--- config.mk ---
export PLATFORM = sky130hd
export DESIGN_NAME = sram_responder
export DESIGN_NICKNAME = d
export VERILOG_FILES = /design/src/rtl/sram_responder_pkg.sv /design/src/rtl/sram_wait_counter.sv /design/src/rtl/sram_responder.sv
export SDC_FILE = /design/constraint.sdc
export NUM_CORES = 1
export LEC_CHECK = 0
export BUFFER_PORTS_ARGS = -buffer_cell sky130_fd_sc_hd__buf_4
export CAP_MARGIN = 5
export CORE_MARGIN = 2
export CORE_UTILIZATION = 45
export DETAILED_ROUTE_END_ITERATION = 8
export PLACE_DENSITY = 0.76
export SYNTH_ARGS = -nofsm -noshare
export SYNTH_HDL_FRONTEND = slang
export SYNTH_SLANG_ARGS = --single-unit
--- constraint.sdc ---
create_clock -name clk -period 3.5 [get_ports clk]
set_input_delay 0.35 -clock clk [delete_from_list [all_inputs] [get_ports clk]]
set_output_delay 0.35 -clock clk [all_outputs]
set_load 0.05 [all_outputs]
--- src/rtl/sram_responder_pkg.sv ---
// Shared types and defaults for the MEM-stage SRAM responder.
package sram_pkg;

    typedef enum logic [1:0] {
        IDLE = 2'd0,
        LOW  = 2'd1,
        HIGH = 2'd2,
        DONE = 2'd3
    } state_t;

    localparam logic HALF_LO = 1'b0;
    localparam logic HALF_HI = 1'b1;

    localparam int unsigned DATA_BASE_DEF   = 1024;
    localparam int unsigned SRAM_AW_DEF     = 18;
    localparam int unsigned WAIT_CYCLES_DEF = 5;

    function automatic logic is_busy(input state_t s);
        return (s == LOW) || (s == HIGH);
    endfunction

endpackage

--- src/rtl/sram_wait_counter.sv ---
// Loadable 0..MAX wait-state counter; tc flags the last cycle of a half-word access.
module sram_wait_counter #(
    parameter int unsigned MAX = 5
) (
    input  logic clk,
    input  logic rst,
    input  logic load,
    input  logic en,
    output logic tc
);

    localparam int unsigned CW = (MAX < 1) ? 1 : $clog2(MAX + 1);

    logic [CW-1:0] cnt;

    always_ff @(posedge clk) begin
        if (!rst || load) begin
            cnt <= '0;
        end else if (en) begin
            cnt <= cnt + CW'(1);
        end
    end

    assign tc = (cnt == CW'(MAX));

endmodule

--- src/rtl/sram_responder.sv ---
// Performs one 32-bit MEM-stage access as two 16-bit SRAM half-word accesses with wait states.
// Optional SRAM_RANGE_CHECK_EN adds an err output and rejects out-of-window addresses.
module sram_responder
    import sram_pkg::*;
#(
    parameter int unsigned WAIT_CYCLES = WAIT_CYCLES_DEF,
    parameter int unsigned DATA_BASE   = DATA_BASE_DEF,
    parameter int unsigned SRAM_AW     = SRAM_AW_DEF
) (
    input  logic               clk,
    input  logic               rst,
    input  logic               rd_en,
    input  logic               wr_en,
    input  logic [31:0]        address,
    input  logic [31:0]        wdata,
    output logic [31:0]        rdata,
    output logic               ready,
    output logic [SRAM_AW-1:0] sram_addr,
    output logic [15:0]        sram_dq_out,
    input  logic [15:0]        sram_dq_in,
    output logic               sram_dq_oe,
    output logic               sram_we_n,
    output logic               sram_oe_n
`ifdef SRAM_RANGE_CHECK_EN
    ,
    output logic               err
`endif
);

    state_t             state;
    logic               wr_q;
    logic [SRAM_AW-2:0] idx_q;
    logic [31:0]        wdata_q;
    logic [31:0]        in_off;
    logic               req;
    logic               busy;
    logic               half;
    logic               tc;
    logic               unused_bits;

    assign req    = rd_en | wr_en;
    assign busy   = is_busy(state);
    assign half   = (state == HIGH) ? HALF_HI : HALF_LO;
    assign in_off = address - DATA_BASE;
    // Byte lane bits never reach the SRAM; upper offset bits wrap unless range-checked.
    assign unused_bits = ^{in_off[1:0], in_off[31:SRAM_AW+1]};

`ifdef SRAM_RANGE_CHECK_EN
    logic oob;
    assign oob = (address < DATA_BASE) || ((in_off >> (SRAM_AW + 1)) != 32'd0);
`endif

    sram_wait_counter #(
        .MAX (WAIT_CYCLES)
    ) u_wait (
        .clk  (clk),
        .rst  (rst),
        .load (~busy | tc),
        .en   (busy),
        .tc   (tc)
    );

    always_ff @(posedge clk) begin
        if (!rst) begin
            state   <= IDLE;
            wr_q    <= 1'b0;
            idx_q   <= '0;
            wdata_q <= '0;
            rdata   <= '0;
        end else begin
            case (state)
                IDLE: begin
                    if (req) begin
                        wr_q    <= wr_en;
                        idx_q   <= in_off[SRAM_AW:2];
                        wdata_q <= wdata;
`ifdef SRAM_RANGE_CHECK_EN
                        if (oob) begin
                            state <= DONE;
                            rdata <= '0;
                        end else begin
                            state <= LOW;
                        end
`else
                        state <= LOW;
`endif
                    end
                end
                LOW: begin
                    if (tc) begin
                        if (!wr_q) rdata[15:0] <= sram_dq_in;
                        state <= HIGH;
                    end
                end
                HIGH: begin
                    if (tc) begin
                        if (!wr_q) rdata[31:16] <= sram_dq_in;
                        state <= DONE;
                    end
                end
                DONE:    state <= IDLE;
                default: state <= IDLE;
            endcase
        end
    end

`ifdef SRAM_RANGE_CHECK_EN
    always_ff @(posedge clk) begin
        if (!rst) begin
            err <= 1'b0;
        end else begin
            err <= (state == IDLE) && req && oob;
        end
    end
`endif

    // A fresh request drops ready in the same cycle so the pipeline freezes immediately.
    assign ready       = (!rst || state == IDLE) ? ~req : (state == DONE);
    assign sram_addr   = busy ? {idx_q, half} : '0;
    assign sram_dq_oe  = busy & wr_q;
    assign sram_we_n   = ~(busy & wr_q);
    assign sram_oe_n   = ~(busy & ~wr_q);
    assign sram_dq_out = (busy & wr_q) ? (half ? wdata_q[31:16] : wdata_q[15:0]) : 16'h0000;

endmodule

[Word-level counts from Yosys, hierarchy flattened]
Cells that the tools add are included.
Storage, ports and cells
  bits in registers: 87
  input bits: 84
Operators by class
  mux-type cells: 9
  eq/ne operators: 7
  bitwise operators: 9
  $add $sub $neg: 2
  reductions and logical operators: 9
Operators with widths (number)
  16-bit two-way mux: 2
  19-bit by 11-bit subtractor with 19-bit output (second input constant): 1
  18-bit two-way mux: 1
  3-bit AND reduction: 3
  2-bit case mux with 4 select lines: 1
  2-bit two-way mux: 3
  2-bit inequality test (second input constant): 3
  1-bit inverter: 5
  2-bit == test (second input constant): 2
  3-bit by 1-bit adder with 3-bit output (second input constant): 1
  3-bit == test (second input constant): 1
  1-bit logical OR: 3
  1-bit bitwise AND: 2
  2-bit by 1-bit == test with 1-bit output (second input constant): 1
  2-bit zero test: 1
  1-bit two-way mux: 2
  1-bit OR: 2
  2-bit AND reduction: 1
  1-bit zero test: 1

[Depth between registers and ports, before layout]
  word-level depth: 5
  mapped depth: 8
  depth with buffers taken out: 5

[Modules after synthesis]
From an unflattened synthesis, not the netlist that was laid out.
Unflattened totals
  cell total of the unflattened synthesis: 461
  area total of the unflattened synthesis: 3628.5 um^2
By module, submodules not included
  sram_responder: cells an instance 446, area each 3473.3 um^2, instances 1, seq. area each 1681.6 um^2
  sram_wait_counter: cells an instance 15, area each 155.1 um^2, instances 1, seq. area each 60.1 um^2

[Worst setup path before layout]
Ideal clock, no wire load.
  path kind: reg2out
  from: reg state[0]
  to: out sram_dq_out[10]
  stages on the path, launching flop included: 7
  slack: 0.910 ns
  path buffers: 2
  arrival: 2.240 ns
  data required time: 3.150 ns
  cells stage by stage: dfxtp_1 -> inv_1 -> ha_1 -> buf_2 -> buf_2 -> mux2i_1 -> nor2_1
On the way
  word-level cells in the longest chain between the ends: 4
  elaborated cells between the ends (all ways): 7
  those cells by class: eq/ne: 2; mux: 3; bitwise: 1; reduce/logical: 1
RTL lines
  start: declaration: RTL line sram_responder.sv:30  | state_t state;
  start signal: assignment: RTL line sram_responder.sv:65  | state <= IDLE;
  start signal: assignment: RTL line sram_responder.sv:85  | state <= LOW;
  start signal: assignment: RTL line sram_responder.sv:92  | state <= HIGH;
  2-bit == test / 2-bit by 1-bit == test with 1-bit output (equally long branches): RTL line sram_responder_pkg.sv:19, sram_responder.sv:43
  1-bit two-way mux / 1-bit logical OR (equally long branches): RTL line sram_responder.sv:43, sram_responder_pkg.sv:19
  16-bit two-way mux / 1-bit bitwise AND (equally long branches): RTL line sram_responder.sv:123  | assign sram_dq_out = (busy & wr_q) ? (half ? wdata_q[31:16] : wdata_q[15:0]) : 16'h0000;
  16-bit two-way mux *: RTL line sram_responder.sv:123
  end: declaration: RTL line sram_responder.sv:19  | output logic [15:0] sram_dq_out,
Mark *: on every way between the ends. The rest lies on a longest branch, timed or not.

[Final worst setup path]
  from: reg state[0]
  to: out sram_dq_out[12]
Same word-level chain as after synthesis.

==> flow_summary_export.csv <==
group,metric,value,unit
run_status,status,"finished, final reports clean",
worst_setup_path,path_class,"reg -> out",
grt,grt_start_max_net_pins,51,
finish,nets,675,
sta,rsz0062_at_grt,"no",
worst_setup_path,setup.worst_path.end,"sram_dq_out[12]",
worst_setup_path,crit_family,"simple AND/OR/NAND/NOR gates",
clock_network,cts_buffer_depth,2,
clock_network,clk_pin_slew_worst_paths,0.08,ns
drt,drt_iter0_markers,115,
worst_setup_path,cp_num_buf_inv,2,
sta,setup_violations,0,
sta,min_period,2.81,ns
sta,worst_slack,0.691,ns
clock_network,cts.root.buffer_cell,"clkbuf_8",
sta,hold_violations,0,
worst_setup_path,reg2reg_from,"state[0]",
yosys,syn_area,3610,um^2
run,cap_violations,0,
sta,drv_slew,0,
grt,grt_usage,20.7,%
place,dp_slack,1.03,ns
drt,drt_wl_total,9250,um
yosys,synth_nets,554,
floorplanning,chipHeight,93.5,um
sta,fmax,0.356,GHz
clock_network,htree_levels,3,
yosys,synth-seq-area-share,48.3,%
sta,fin_crit_sh,80.3,%
hold_path,hold_path.class,"in -> reg",
pwr,ir_drop,0.000551,V
pwr,power.leakage,0.00207,uW
yosys,synth-seq-cells,87,
yosys,synth_cell_types,32,
hold_path,hold_depth,2,
sta,tightest_slew,1.05,ns
sta,max_slew_margin,29.9,%
drt,drc,0,
yosys,syn_inst,463,
place,io_buffers,138,
clock_network,cts_tree,"yes",
grt,grt_pass1_wl,14400,um
sta,tns,0,ns
clock_network,clock_latency,0.35,ns
worst_setup_path,r2r_end,"wdata_q[23]",
worst_setup_path,r2r_setup_slack,1.37,ns
worst_setup_path,crit_start,"state[0]",
worst_setup_path,crit_path_end_kind,"output pin",
drt,drtPass1Iterations,5,
grt,antenna_found_initial,0,
drt,vias,3506,
finish,synthToLayoutAreaGrowth,35.8,%
worst_setup_path,worstPathMaxFanout,21,
worst_setup_path,crit_path_top_delay_cell,"ha_1",
grt,grt_pass1_vias,3135,
yosys,yosys_warnings,0,
worst_setup_path,crit_cells,5,
pwr,pwr_density_cell,692,nW/um^2
floorplanning,die_w,93.5,um
floorplanning,ios,154,
clock_network,cts_sinks,87,
finish,drive_above_1_share,27.2,%
sta,clock_skew,0.00748,ns
drt,viasPerCell,5.07,
yosys,syn_area_per_cell,7.79,um^2
clock_network,cts_resized,0,
place,dp_hpwl,6510,um
floorplanning,row_count,32,
worst_setup_path,cp.arrival,2.46,ns
floorplanning,die_area,8750,um^2
worst_setup_path,path_cells,"inv_1 -> ha_1 -> nand2_1 -> nor2_1 -> buf_4",
finish,diodes,0,
worst_setup_path,r2r_cells,6,
worst_setup_path,cp-start-kind,"flop",
floorplanning,coreArea,7730,um^2
clock_network,numCtsBuffers,9,
pwr,total_power,3390,uW
finish,fillers,706,
grt,gr-total-overflow,0,
place,gp_congestion,0.786,
clock_network,cts_hold_buffers,0,
worst_setup_path,worstPathRequired,3.15,ns
drt,ant_nets,0,
floorplanning,start_util,46.7,%
clock_network,postCtsSetupRepairBufs,0,
drt,wl_per_cell,13.4,um
worst_setup_path,worst_path_largest_cell_delay,0.63,ns
==> final cells by class <==
cell class	count	area (um^2)	share of cell area (%)
Clock buffer	11	131	2.68
Clock inverter	5	82.6	1.69
Inverter	9	33.8	0.690
Multi-Input combinational cell	335	1720	35.0
Sequential cell	87	1740	35.6
Tap cell	102	128	2.61
Timing Repair Buffer	142	1070	21.8
==> worst min-delay path by stage <==
stage	start	endpoint	slack (ns)
floorplan	u_wait.cnt[0]	u_wait.cnt[0]	0.42
global placement	u_wait.cnt[0]	u_wait.cnt[0]	0.43
detailed placement	u_wait.cnt[0]	u_wait.cnt[0]	0.44
CTS	address[10]	idx_q[8]	0.20
global route	address[10]	idx_q[8]	0.21
finish	address[10]	idx_q[8]	0.22
==> metrics by stage <==
stage                     area, um^2  hold WS (ns)  util (%)  std cells
after floorplan                 3610         0.421         -        463
after global placement          4680         0.433      60.6        675
after detailed placement        4680         0.443      60.6        675
after CTS                       4900         0.201      63.4        691
after global routing            4900         0.212      63.4        691
final                           4900         0.217      63.4        691
==> layout by cell type, fill, tap and decap left out <==
master / Yosys / layout
inv_2: 1 / 1
ha_1: 7 / 7
or4_1: 1 / 1
o21ai_0: 12 / 12
inv_1: 8 / 8
mux2i_1: 17 / 17
clkbuf_8: 0 / 9
buf_4: 0 / 142
nand2_1: 149 / 149
o31ai_1: 2 / 2
nand4b_1: 2 / 2
nor3_1: 3 / 3
a211oi_1: 4 / 4
nand3b_1: 1 / 1
a21oi_1: 74 / 74
o21a_2: 0 / 1
nand3_1: 1 / 1
clkinv_4: 0 / 2
nor4_1: 1 / 1
and4_1: 1 / 1
clkbuf_1: 25 / 2
a31oi_1: 5 / 5
nand2b_1: 1 / 1
a2bb2oi_1: 1 / 1
and4b_1: 2 / 2
or4b_4: 1 / 1
o21ai_4: 0 / 1
clkinv_2: 0 / 1
dfxtp_1: 87 / 87
or3_1: 5 / 5
xnor2_1: 1 / 1
and2_1: 17 / 17
bufinv_16: 0 / 2
o311a_1: 1 / 1
nor2_1: 23 / 23
nor3b_1: 1 / 1
==> worst reg2reg max path: cells and delay by family, from the launching register on <==
kind	cells	cell delay, ns
AND/OR/NAND/NOR	1	0.06
AO/OA/AOI/OAI	2	0.93
flip-flops	1	0.34
adder cells (fa/ha/maj)	1	0.33
buffers and inverters	2	0.40
==> power by group <==
group / internal, uW / total (uW) / switching [uW]
Combinational: 459 / 1380 / 926
Sequential: 1170 / 1260 / 88.8
Clock: 404 / 748 / 344
Total: 2030 / 3390 / 1360
==> registers in the layout, indices dropped and copies added, names as in the netlist <==
register and cells:
state 2, idx_q 17, rdata 32, u_wait.cnt 3, wdata_q 32, wr_q 1
==> synth_stat cells <==
master	instances	area share (%)
inv_2	1	0.10
nand4b_1	2	0.49
inv_1	8	0.83
a211oi_1	4	0.83
o311a_1	1	0.28
nand2b_1	1	0.17
o21a_1	1	0.21
o21ai_0	12	1.7
buf_2	7	0.97
and2_1	17	2.9
mux2i_1	17	4.7
and4_1	1	0.24
a21oi_1	74	10
ha_1	7	2.4
o21ai_1	1	0.14
nand3_1	1	0.14
or4b_4	1	0.38
and4b_1	2	0.55
nor2_1	23	2.4
dfxtp_1	87	48
or4_1	1	0.21
nand2_1	149	16
a2bb2oi_1	1	0.24
nor3b_1	1	0.21
xnor2_1	1	0.24
nor3_1	3	0.42
nor4_1	1	0.17
a31oi_1	5	0.87
or3_1	5	0.87
o31ai_1	2	0.42
nand3b_1	1	0.21
clkbuf_1	25	2.6
==> cells by family (layout without fill, tap and decap cells) <==
family	after synthesis	count (layout)	synth area share [%]
flip-flops	87	87	48.3
AO/OA/AOI/OAI	101	101	14.9
XOR/XNOR	1	1	0.243
adder cells (fa/ha/maj)	7	7	2.43
buffers and inverters	41	167	4.51
AND/OR/NAND/NOR	209	209	24.9
multiplexers	17	17	4.72
==> routing by layer <==
layer  vias up  share of wire [%]  GRT usage (%)
met5         -                  0              0
met4         0                1.5           6.88
met3        13                8.8           6.45
met2       122                 47           33.9
met1      1604                 43           26.0
li1       1767                  -              -
(Power assumes the default switching activity.)
